### src/rtl/sn74hc595_trio_seg8_receiver.sv
// Receiver/monitor for a 3-digit 74HC595 serial display link.
// Rebuilds the 24-bit chain and decodes the latched 7-seg characters.
//
// Ports:
//   clk, rst_n        system clock, async active-low reset
//   clk_serial, data  serial link; data sampled on clk_serial rise
//   load              storage latch; rise transfers the frame
//   seg2/seg1/seg0    latched raw characters (dp,g..a), active-low
//   num2/num1/num0    decoded BCD digits, 4'hF = undecodable
//   dp                lit decimal points, one bit per digit
//   frame_valid       one-cycle pulse per load rise
//   frame_err         qualifies frame_valid: short/long frame or bad digit
//   timeout           one-cycle pulse when a partial frame is aborted
//   frame_cnt         count of error-free frames, wraps
//   busy              link FSM is not idle
module sn74hc595_trio_seg8_receiver #(
    parameter int          SYNC_STAGES    = 2,
    parameter logic [15:0] TIMEOUT_CYCLES = 16'd50000
) (
    input  logic       clk,
    input  logic       rst_n,
    input  logic       clk_serial,
    input  logic       data,
    input  logic       load,
    output logic [7:0] seg2,
    output logic [7:0] seg1,
    output logic [7:0] seg0,
    output logic [3:0] num2,
    output logic [3:0] num1,
    output logic [3:0] num0,
    output logic [2:0] dp,
    output logic       frame_valid,
    output logic       frame_err,
    output logic       timeout,
    output logic [7:0] frame_cnt,
    output logic       busy
);

    typedef enum logic [1:0] {
        IDLE  = 2'd0,
        SHIFT = 2'd1,
        FULL  = 2'd2
    } state_t;

    state_t state, state_n;

    logic [SYNC_STAGES-1:0] sclk_sync;
    logic [SYNC_STAGES-1:0] data_sync;
    logic [SYNC_STAGES-1:0] load_sync;

    logic sclk_prev;
    logic load_prev;

    // Registered edge pulses; the data bit is delayed alongside so
    // the three link signals stay aligned.
    logic sclk_rise;
    logic load_rise;
    logic data_q;

    logic [23:0] shift_reg;
    logic [4:0]  bit_cnt, bit_cnt_n, bit_cnt_inc;
    logic [15:0] idle_cnt;

    logic       timeout_hit;
    logic       do_timeout;
    logic [3:0] dec2, dec1, dec0;
    logic       err;

    function automatic logic [3:0] seg_decode(input logic [6:0] p);
        logic [3:0] d;
        case (p)
            7'h40:   d = 4'd0;
            7'h79:   d = 4'd1;
            7'h24:   d = 4'd2;
            7'h30:   d = 4'd3;
            7'h19:   d = 4'd4;
            7'h12:   d = 4'd5;
            7'h02:   d = 4'd6;
            7'h78:   d = 4'd7;
            7'h00:   d = 4'd8;
            7'h10:   d = 4'd9;
            default: d = 4'hF;
        endcase
        return d;
    endfunction

    // Synchronizers and edge detection
    always_ff @(posedge clk or negedge rst_n) begin
        if (!rst_n) begin
            sclk_sync <= '0;
            data_sync <= '0;
            load_sync <= '0;
            sclk_prev <= 1'b0;
            load_prev <= 1'b0;
            sclk_rise <= 1'b0;
            load_rise <= 1'b0;
            data_q    <= 1'b0;
        end else begin
            sclk_sync <= {sclk_sync[SYNC_STAGES-2:0], clk_serial};
            data_sync <= {data_sync[SYNC_STAGES-2:0], data};
            load_sync <= {load_sync[SYNC_STAGES-2:0], load};
            sclk_prev <= sclk_sync[SYNC_STAGES-1];
            load_prev <= load_sync[SYNC_STAGES-1];
            sclk_rise <= sclk_sync[SYNC_STAGES-1] & ~sclk_prev;
            load_rise <= load_sync[SYNC_STAGES-1] & ~load_prev;
            data_q    <= data_sync[SYNC_STAGES-1];
        end
    end

    assign bit_cnt_inc = (bit_cnt == 5'd31) ? 5'd31 : bit_cnt + 5'd1;

    // A shift edge restarts the idle window, so it also blocks the abort.
    assign timeout_hit = (state != IDLE) && !sclk_rise &&
                         (idle_cnt == TIMEOUT_CYCLES - 16'd1);
    assign do_timeout  = timeout_hit && !load_rise;

    // FSM state register
    always_ff @(posedge clk or negedge rst_n) begin
        if (!rst_n) begin
            state   <= IDLE;
            bit_cnt <= 5'd0;
        end else begin
            state   <= state_n;
            bit_cnt <= bit_cnt_n;
        end
    end

    // FSM next state
    always_comb begin
        state_n   = state;
        bit_cnt_n = bit_cnt;
        if (sclk_rise) begin
            bit_cnt_n = bit_cnt_inc;
        end
        case (state)
            IDLE: begin
                if (sclk_rise) begin
                    state_n = SHIFT;
                end
            end
            SHIFT: begin
                if (sclk_rise && bit_cnt_inc >= 5'd24) begin
                    state_n = FULL;
                end
            end
            FULL: begin
                state_n = FULL;
            end
            default: begin
                state_n = IDLE;
            end
        endcase
        // A load that coincides with a shift edge starts the next
        // frame with that bit already counted.
        if (load_rise) begin
            state_n   = sclk_rise ? SHIFT : IDLE;
            bit_cnt_n = sclk_rise ? 5'd1 : 5'd0;
        end else if (do_timeout) begin
            state_n   = IDLE;
            bit_cnt_n = 5'd0;
        end
    end

    assign busy = (state != IDLE);

    assign dec2 = seg_decode(shift_reg[22:16]);
    assign dec1 = seg_decode(shift_reg[14:8]);
    assign dec0 = seg_decode(shift_reg[6:0]);
    assign err  = (bit_cnt != 5'd24) || (dec2 == 4'hF) ||
                  (dec1 == 4'hF) || (dec0 == 4'hF);

    // Chain, idle timer and latched outputs. The latch reads the
    // pre-shift chain, like a 595 with both clocks tied.
    always_ff @(posedge clk or negedge rst_n) begin
        if (!rst_n) begin
            shift_reg   <= 24'hFFFFFF;
            idle_cnt    <= 16'd0;
            seg2        <= 8'hFF;
            seg1        <= 8'hFF;
            seg0        <= 8'hFF;
            num2        <= 4'hF;
            num1        <= 4'hF;
            num0        <= 4'hF;
            dp          <= 3'b000;
            frame_valid <= 1'b0;
            frame_err   <= 1'b0;
            timeout     <= 1'b0;
            frame_cnt   <= 8'd0;
        end else begin
            frame_valid <= load_rise;
            frame_err   <= load_rise & err;
            timeout     <= do_timeout;
            if (sclk_rise) begin
                shift_reg <= {shift_reg[22:0], data_q};
            end
            if (state_n == IDLE || sclk_rise) begin
                idle_cnt <= 16'd0;
            end else begin
                idle_cnt <= idle_cnt + 16'd1;
            end
            if (load_rise) begin
                seg2 <= shift_reg[23:16];
                seg1 <= shift_reg[15:8];
                seg0 <= shift_reg[7:0];
                num2 <= dec2;
                num1 <= dec1;
                num0 <= dec0;
                dp   <= {~shift_reg[23], ~shift_reg[15], ~shift_reg[7]};
                if (!err) begin
                    frame_cnt <= frame_cnt + 8'd1;
                end
            end
        end
    end

endmodule

### config.mk
export PLATFORM = sky130hd
export DESIGN_NAME = sn74hc595_trio_seg8_receiver
export DESIGN_NICKNAME = d
export VERILOG_FILES = /design/src/rtl/sn74hc595_trio_seg8_receiver.sv
export SDC_FILE = /design/constraint.sdc
export NUM_CORES = 1
export LEC_CHECK = 0
export BUFFER_PORTS_ARGS = -buffer_cell sky130_fd_sc_hd__buf_2
export CAP_MARGIN = 15
export CORE_ASPECT_RATIO = 2
export CORE_MARGIN = 2
export CORE_UTILIZATION = 25
export CTS_CLUSTER_SIZE = 10
export DETAILED_ROUTE_END_ITERATION = 7
export MAX_ROUTING_LAYER = met4
export SETUP_SLACK_MARGIN = 0.2
export SYNTH_ARGS = -nofsm -noshare
export SYNTH_HDL_FRONTEND = slang
export SYNTH_SLANG_ARGS = --single-unit
### constraint.sdc
create_clock -name clk -period 5.4 [get_ports clk]
set_clock_uncertainty 0.1 [all_clocks]
set_input_delay 1.08 -clock clk [delete_from_list [all_inputs] [get_ports clk]]
set_output_delay 1.08 -clock clk [all_outputs]
set_load 0.01 [all_outputs]
==> flow_summary.ini, run 1 <==
[critical_path]
critical_path_class = reg -> reg
crit_fanout = 48
crit_arrival_ns = 2.99
worstSetupStartpointType = flop
worstPathRequired_ns = 5.57
cp-end-kind = flop

[finish]
fill_cells = 2026
mostFrequentLayoutCell = dfstp_2
layout.nets = 468
layout-drive-gt1-share_pct = 44.2
diodes = 0
layout_common_cells = dfstp_2, buf_2, dfrtp_1
syn2layout_area_growth_pct = 16.1
largest_reg_flops = 24

[worst_hold_path]
hp-class = reg -> reg

[placement]
io_buffers = 55
pre_cts_ws_ns = 2.57
dpl.hpwl_um = 7490
globalplace.congestion = 0.803

[timing]
drv_slew = 0
slew_headroom_pct = 43.5
timing.fmax_mhz = 355
post-route-min-period_ns = 2.82
rsz0062_at_grt = no
worstMarginPinSlew_ns = 0.847
hold_viol = 0
tns_ns = 0
fin_crit_sh_pct = 52.2
setup_slack_ns = 2.58
setup-violations-final = 0

[clock_tree]
cts-buffers-inserted = 9
cts_num_sinks = 108
clk_latency_ns = 0.35
postCtsHoldBufs = 0
htree_levels = 3
cts_tree = yes
clock_path_buffers = 2
cts_setup_buffers = 0
path_clk_slew_ns = 0.07
cts_resized = 0
cts.root.buffer_cell = clkbuf_16

[floorplan]
ios = 56
core_um2 = 19300
rows = 72
die-area_um2 = 20800
die_w_um = 103
die_height_um = 202
initial_utilization_pct = 25.4

[route]
highest-signal-layer = met4
antenna_left = 0
route.vias.total = 3298
route.detailed.drc = 0
dr.pass1.iters = 4
viasPerCell = 4.56
wire_per_inst_um = 14.7
wl_um = 10600
m1WireLength_um = 4180
dr_wl_met3_um = 280
drt_iter0_drc = 240
wl_met2_um = 5850

[yosys]
synth_area_um2 = 4900
yosysSeqAreaShare_pct = 56.7
synthFlopType = dfstp_2
synth_fp_nets = 423
yosysUniqueCellTypes = 63
yosysTopAreaCell = dfstp_2
synth_top_area_share_pct = 32.2
synth_edf_count = 0
ys_ff_latch = 108
ys_warn_count = 0
synth_cells = 414
ys_async_sr_fraction_pct = 100
ys_top_cells_by_area = dfstp_2, dfrtp_1, mux2_2
avgSynthCellArea_um2 = 11.8

[pwr]
p_leak_uw = 0.00238
power_density_nw_per_um2 = 414
vdd_drop_max_v = 0.000155

[global_routing]
grt_usage_pct = 11.1
grt_overflow = 0
grt_antenna_before_repair = 0
grt_max_degree = 67
grt_pass1_wl_um = 17700
grt_pass1_vias = 3439

[job]
maxCapViolations = 0

[outcome]
status = complete, no violations
## critical path: stages (launching register included)
cell and delay, ns:
dfrtp_2 0.34, buf_4 0.44, inv_1 0.34, nand3_1 0.21, nor4_4 0.06, or2_1 0.31
or3_1 0.68, nor2_1 0.20
## Yosys cell counts, types with 11 or more instances
| library cell | n |
|---|---|
| xor2_1 | 13 |
| mux2_2 | 46 |
| a21oi_1 | 11 |
| clkbuf_1 | 15 |
| dfrtp_1 | 48 |
| xnor2_1 | 11 |
| inv_1 | 11 |
| nand2_1 | 24 |
| o21ai_0 | 11 |
| dfstp_2 | 60 |
| nor2_1 | 43 |
| nor3_1 | 12 |
## path summary, 6_finish.rpt
path / startpoint / to / slack (ns) / cells past startpoint
setup reg to reg: load_rise / idle_cnt[2] / 2.58 / 7
max in group asynchronous: rst_n / seg2[5] / 3.43 / 2
setup / recovery: load_rise / idle_cnt[2] / 2.58 / 7
hold / removal: load_sync[0] / load_sync[1] / 0.25 / 0
min in group asynchronous: rst_n / sclk_sync[0] / 0.69 / 1
hold reg to reg: load_sync[0] / load_sync[1] / 0.25 / 0
## metrics by stage
step / hold WS (ns) / instances / area [um^2] / total power (uW) / util [%]
6_report: 0.253 / 723 / 5690 / 2350 / 29.5
5_1_grt: 0.265 / 723 / 5690 / 2490 / 29.5
4_1_cts: 0.256 / 723 / 5690 / 2390 / 29.5
3_5_place_dp: 0.240 / 707 / 5410 / 1740 / 28.1
3_3_place_gp: 0.232 / 707 / 5410 / 1720 / 28.1
2_1_floorplan: 0.231 / 414 / 4900 / 1530 / -
## final cells by class
cell class                 count  area [um^2]  area share, %
multi-input combinational    271         1960           34.5
clock inverter                 4         32.5          0.572
clock buffer                  12          246           4.33
sequential                   108         2780           48.9
tap                          259          324           5.70
timing repair buffer          58          300           5.28
inverter                      11         41.3          0.726
## layer usage
metal / GRT usage (%) / vias to the layer above
met4: 5.45 / 0
met2: 19.2 / 75
met5: - / -
met3: 1.28 / 18
met1: 12.3 / 1671
li1: - / 1534
## report_power, final
group | internal (uW) | switching, uW
registers | 1040 | 162
logic | 245 | 277
clock network | 330 | 302
## cells by family (layout without fill, tap and decap cells)
group	Yosys count	in the layout	share of synthesized area, %
flip-flops	108	108	56.7
multiplexers	50	50	11.4
XOR/XNOR	24	24	4.29
adder cells (fa/ha/maj)	4	4	1.02
AND/OR/NAND/NOR	144	144	16.6
AO/OA/AOI/OAI	49	49	6.72
buffers and inverters	35	85	3.22
Power figures use the tool's default switching activity.
==> inputs of run 2 (changes only) <==
==> constraint.sdc (replaced) <==
create_clock -name clk -period 2.51 [get_ports clk]
set_clock_uncertainty 0.1 [all_clocks]
set_input_delay 0.502 -clock clk [delete_from_list [all_inputs] [get_ports clk]]
set_output_delay 0.502 -clock clk [all_outputs]
set_load 0.01 [all_outputs]
==> run 2 against run 1 <==
Worst hold slack got worse by 0.094 ns. First-iteration DRC count fell by 43%. Die area did not move. Via count rose by 1.1%. Clock-buffer cell count fell by 3. Sequential cell count did not move. Critical path type unchanged. Critical endpoint is now frame_cnt[1].
==> flow_summary.ini, run 2 (synthesized netlist as in run 1, its figures left out) <==
[outcome]
status = complete, no violations

[route]
drt_iter0_drc = 137
route.vias.total = 3335
wire_per_inst_um = 14.2
wl_um = 10400
m1WireLength_um = 3950
dr.pass1.iters = 4
wl_met2_um = 5740
highest-signal-layer = met4
viasPerCell = 4.54
dr_wl_met3_um = 400
route.detailed.drc = 0
antenna_left = 0

[timing]
post-route-min-period_ns = 2.31
rsz0062_at_grt = yes
tns_ns = 0
worstMarginPinSlew_ns = 0.559
fin_hold_ws_ns = 0.159
timing.fmax_mhz = 432
slew_headroom_pct = 62.5
hold_viol = 0
setup_slack_ns = 0.198
drv_slew = 0
fin_crit_sh_pct = 92.1
setup-violations-final = 0

[clock_tree]
cts_tree = yes
htree_levels = 3
cts.root.buffer_cell = clkbuf_16
cts-buffers-inserted = 9
clock_path_buffers = 2
path_clk_slew_ns = 0.08
cts_num_sinks = 108
clk_latency_ns = 0.36

[pwr]
power_density_nw_per_um2 = 888
p_leak_uw = 0.00246
vdd_drop_max_v = 0.000383
p_total_uw = 5200

[placement]
io_buffers = 55
globalplace.congestion = 0.822
dpl.hpwl_um = 7480
pre_cts_ws_ns = 0.130

[global_routing]
grt_overflow = 0
grt_pass1_vias = 3490
grt_antenna_before_repair = 0
grt_max_degree = 55
grt_usage_pct = 11.1
grt_pass1_wl_um = 17500

[floorplan]
ios = 56
die_w_um = 103
die-area_um2 = 20800
core_um2 = 19300
initial_utilization_pct = 25.4
rows = 72
die_height_um = 202

[critical_path]
worstPathRequired_ns = 2.65
crit_fanout = 8
critical_path_class = reg -> reg
crit_arrival_ns = 2.45
crit_start = shift_reg[9]
r2r_start = shift_reg[9]
worstSetupStartpointType = flop
cp-end-kind = flop

[finish]
mostFrequentLayoutCell = dfstp_2
layout-drive-gt1-share_pct = 46.0
multi_input_area_um2 = 1990
final_core_util_pct = 30.4
syn2layout_area_growth_pct = 19.5
layout.nets = 480
layout_common_cells = dfstp_2, buf_2, dfrtp_1
fill_cells = 2012
register_area_um2 = 2780
largest_reg_flops = 24
diodes = 0

[worst_hold_path]
hp-class = in -> reg
min_from = clk_serial

[job]
maxCapViolations = 0
run 2: layout make-up:
class                      count  area share, %
clock buffer                   9           3.85
clock inverter                 7           1.33
inverter                      11          0.705
sequential                   108           47.5
multi-input combinational    271           34.0
tap                          259           5.54
timing repair buffer          70           7.14
run 2: worst max-delay path, stage by stage, from the launching register on:
cell	delay (ns)
dfstp_2	0.53
or3b_1	0.40
a2111oi_4	0.36
or3_4	0.19
nand2_4	0.10
nor3_4	0.16
mux2_1	0.34
run 2: worst paths after layout:
check | to | slack, ns | cells past startpoint
max in group asynchronous | shift_reg[10] | 1.08 | 3
min in group asynchronous | timeout | 0.48 | 2
worst max-delay path | frame_cnt[1] | 0.20 | 6
worst min-delay path | sclk_sync[0] | 0.16 | 1
worst max register to register | frame_cnt[1] | 0.20 | 6
worst min register to register | sclk_sync[1] | 0.25 | 0
run 2: report_power, final:
group / switching, uW / internal, uW / total [uW]
combinational: 630 / 600 / 1230
clock: 707 / 707 / 1410
sequential: 324 / 2230 / 2550
run 2: routing by layer:
| metal | vias up | track usage (%) |
|---|---|---|
| met5 | - | - |
| met4 | 0 | 6.20 |
| met3 | 21 | 1.73 |
| met2 | 86 | 18.5 |
| met1 | 1670 | 12.3 |
| li1 | 1558 | - |
run 2: stage by stage:
step	std cells	area, um^2
2_1_floorplan	414	4900
3_3_place_gp	715	5490
3_5_place_dp	715	5490
4_1_cts	733	5820
5_1_grt	735	5850
6_report	735	5850
run 2: repair_timing:
item / in CTS / in global routing
gates resized for setup: 1 / 2
endpoints found under the setup margin: 1 / 7
buffers inserted: 1 / 2
endpoints found under the hold margin: 19 / 0
gates cloned: 0 / 0
hold buffers: 1 / 0
pin swaps: 2 / 2
==> inputs of run 3 (changes only) <==
--- a/config.mk
+++ b/config.mk
@@ -9,10 +9,11 @@
 export CAP_MARGIN = 15
 export CORE_ASPECT_RATIO = 2
 export CORE_MARGIN = 2
-export CORE_UTILIZATION = 25
+export CORE_UTILIZATION = 52
 export CTS_CLUSTER_SIZE = 10
 export DETAILED_ROUTE_END_ITERATION = 7
 export MAX_ROUTING_LAYER = met4
+export PLACE_DENSITY = 0.75
 export SETUP_SLACK_MARGIN = 0.2
 export SYNTH_ARGS = -nofsm -noshare
 export SYNTH_HDL_FRONTEND = slang
==> run 3 against run 2 <==
Non-clock buffer count is 1 higher. Combinational power hardly changed. Die area is 51% lower. Clock-buffer cell count is 2 higher. Core utilization is 31 points higher. Clock power is 8% higher. Highest routed layer unchanged.
==> flow_summary.ini, run 3 (synthesized netlist as in run 1, its figures left out) <==
[timing]
drv_slew = 0
setup_slack_ns = 0.248
rsz0062_at_grt = yes
post-route-min-period_ns = 2.26
timing.fmax_mhz = 442
tns_ns = 0
worstMarginPinSlew_ns = 0.638
fin_crit_sh_pct = 90.1
hold_viol = 0
setup-violations-final = 0
slew_headroom_pct = 57.5

[critical_path]
worstPathRequired_ns = 2.63
worstSetupStartpointType = flop
cp-end-kind = flop
crit_arrival_ns = 2.38
crit_fanout = 8
worstRegToRegCells = 6
critical_path_class = reg -> reg

[floorplan]
ios = 56
die_w_um = 72.6
die_height_um = 141
initial_utilization_pct = 52.9
die-area_um2 = 10300
core_um2 = 9260
rows = 50

[finish]
diodes = 0
register_area_um2 = 2780
multi_input_area_um2 = 1990
layout.nets = 481
layout_common_cells = dfstp_2, buf_2, dfrtp_1
syn2layout_area_growth_pct = 16.4
fill_cells = 737
mostFrequentLayoutCell = dfstp_2
final_core_util_pct = 61.6
final_cells = 581
layout-drive-gt1-share_pct = 46.3
largest_reg_flops = 24

[placement]
globalplace.congestion = 0.890
pre_cts_ws_ns = 0.0235
dp_cells = 560
io_buffers = 55
dpl.hpwl_um = 6520

[global_routing]
grt_pass1_wl_um = 15700
grt_antenna_before_repair = 0
grt_usage_pct = 20.1
grt_overflow = 0
grt_max_degree = 52
grt_pass1_vias = 3330

[pwr]
p_leak_uw = 0.00248
switching_share_pct = 29.7
vdd_drop_max_v = 0.000490
power_density_nw_per_um2 = 932
p_total_uw = 5320
switching_power_uw = 1580
clockPowerShare_pct = 28.6
pwr-share-seq_pct = 48.0
power_frac_comb_pct = 23.3
intPower_uw = 3740

[clock_tree]
cts_num_sinks = 108
clock_path_buffers = 2
htree_levels = 3
path_clk_slew_ns = 0.07
cts_tree = yes
cts.root.buffer_cell = clkbuf_16
clk_latency_ns = 0.34
postCtsHoldBufs = 0
cts-buffers-inserted = 9

[route]
route.vias.total = 3286
route.detailed.drc = 0
wl_um = 9390
antenna_left = 0
viasPerCell = 5.66
drt_iter0_drc = 201
wire_per_inst_um = 16.2
dr.pass1.iters = 4

[worst_hold_path]
hp-class = in -> async

[outcome]
status = complete, no violations

[job]
maxCapViolations = 0
[run 3: changes by cell type in the layout (fill, tap and decap cells not counted)]
cell / delta
clkbuf_16: +2
or2_4: +1
or2_1: -1
dfrtp_2: -1
buf_4: +2
clkinv_4: +1
dlygate4sd3_1: -1
dfrtp_1: +1
inv_8: -1
inv_6: -1
bufinv_16: +1
clkinv_8: -2
[run 3: stage by stage]
stage	cell area, um^2	hold slack, ns
6_report	5700	0.0848
4_1_cts	5680	0.100
2_1_floorplan	4900	0.106
3_3_place_gp	5300	0.232
5_1_grt	5700	0.128
3_5_place_dp	5300	0.237
[run 3: cell type report]
type | instances | share of cell area, %
repair buffers | 71 | 7.42
inverters | 11 | 0.724
clock inverters | 5 | 1.12
multi-input cells | 271 | 34.9
clock buffers | 11 | 4.83
well taps | 104 | 2.28
flip-flops and latches | 108 | 48.7
[run 3: power by group through the flow]
stage	registers [uW]	logic (uW)	clock network [uW]
finish	2550	1240	1520
global route	2600	1350	1630
CTS	2550	1220	1570
detailed placement	2580	1130	0
global placement	2560	1090	0
floorplan	2520	777	0
[run 3: worst paths after layout]
kind	startpoint	to	slack, ns
setup / recovery	shift_reg[9]	frame_cnt[1]	0.25
hold / removal	rst_n	dp[0]	0.08
hold reg to reg	sclk_sync[0]	sclk_sync[1]	0.25
setup reg to reg	shift_reg[9]	frame_cnt[1]	0.25
max in group asynchronous	rst_n	seg2[7]	1.55
min in group clk	clk_serial	sclk_sync[0]	0.17
[run 3: critical path: stages (launching register included)]
cell	delay (ns)
dfstp_2	0.54
or3b_1	0.40
a2111oi_4	0.31
or3_4	0.19
nand2_4	0.10
nor3_4	0.17
mux2_1	0.33
[run 3: repair_timing]
item,in CTS,in global routing
gates resized for setup,2,2
setup buffers,3,2
endpoints found under the setup margin,6,15
pin swaps,3,2
[run 3: metal layers]
| metal | global-route usage, % | up-vias | part of all wire (%) |
|---|---|---|---|
| met5 | - | - | 0 |
| met4 | 8.19 | 0 | 1.9 |
| met3 | 3.34 | 10 | 2.6 |
| met2 | 35.0 | 66 | 57 |
| met1 | 22.2 | 1643 | 39 |
| li1 | - | 1567 | - |
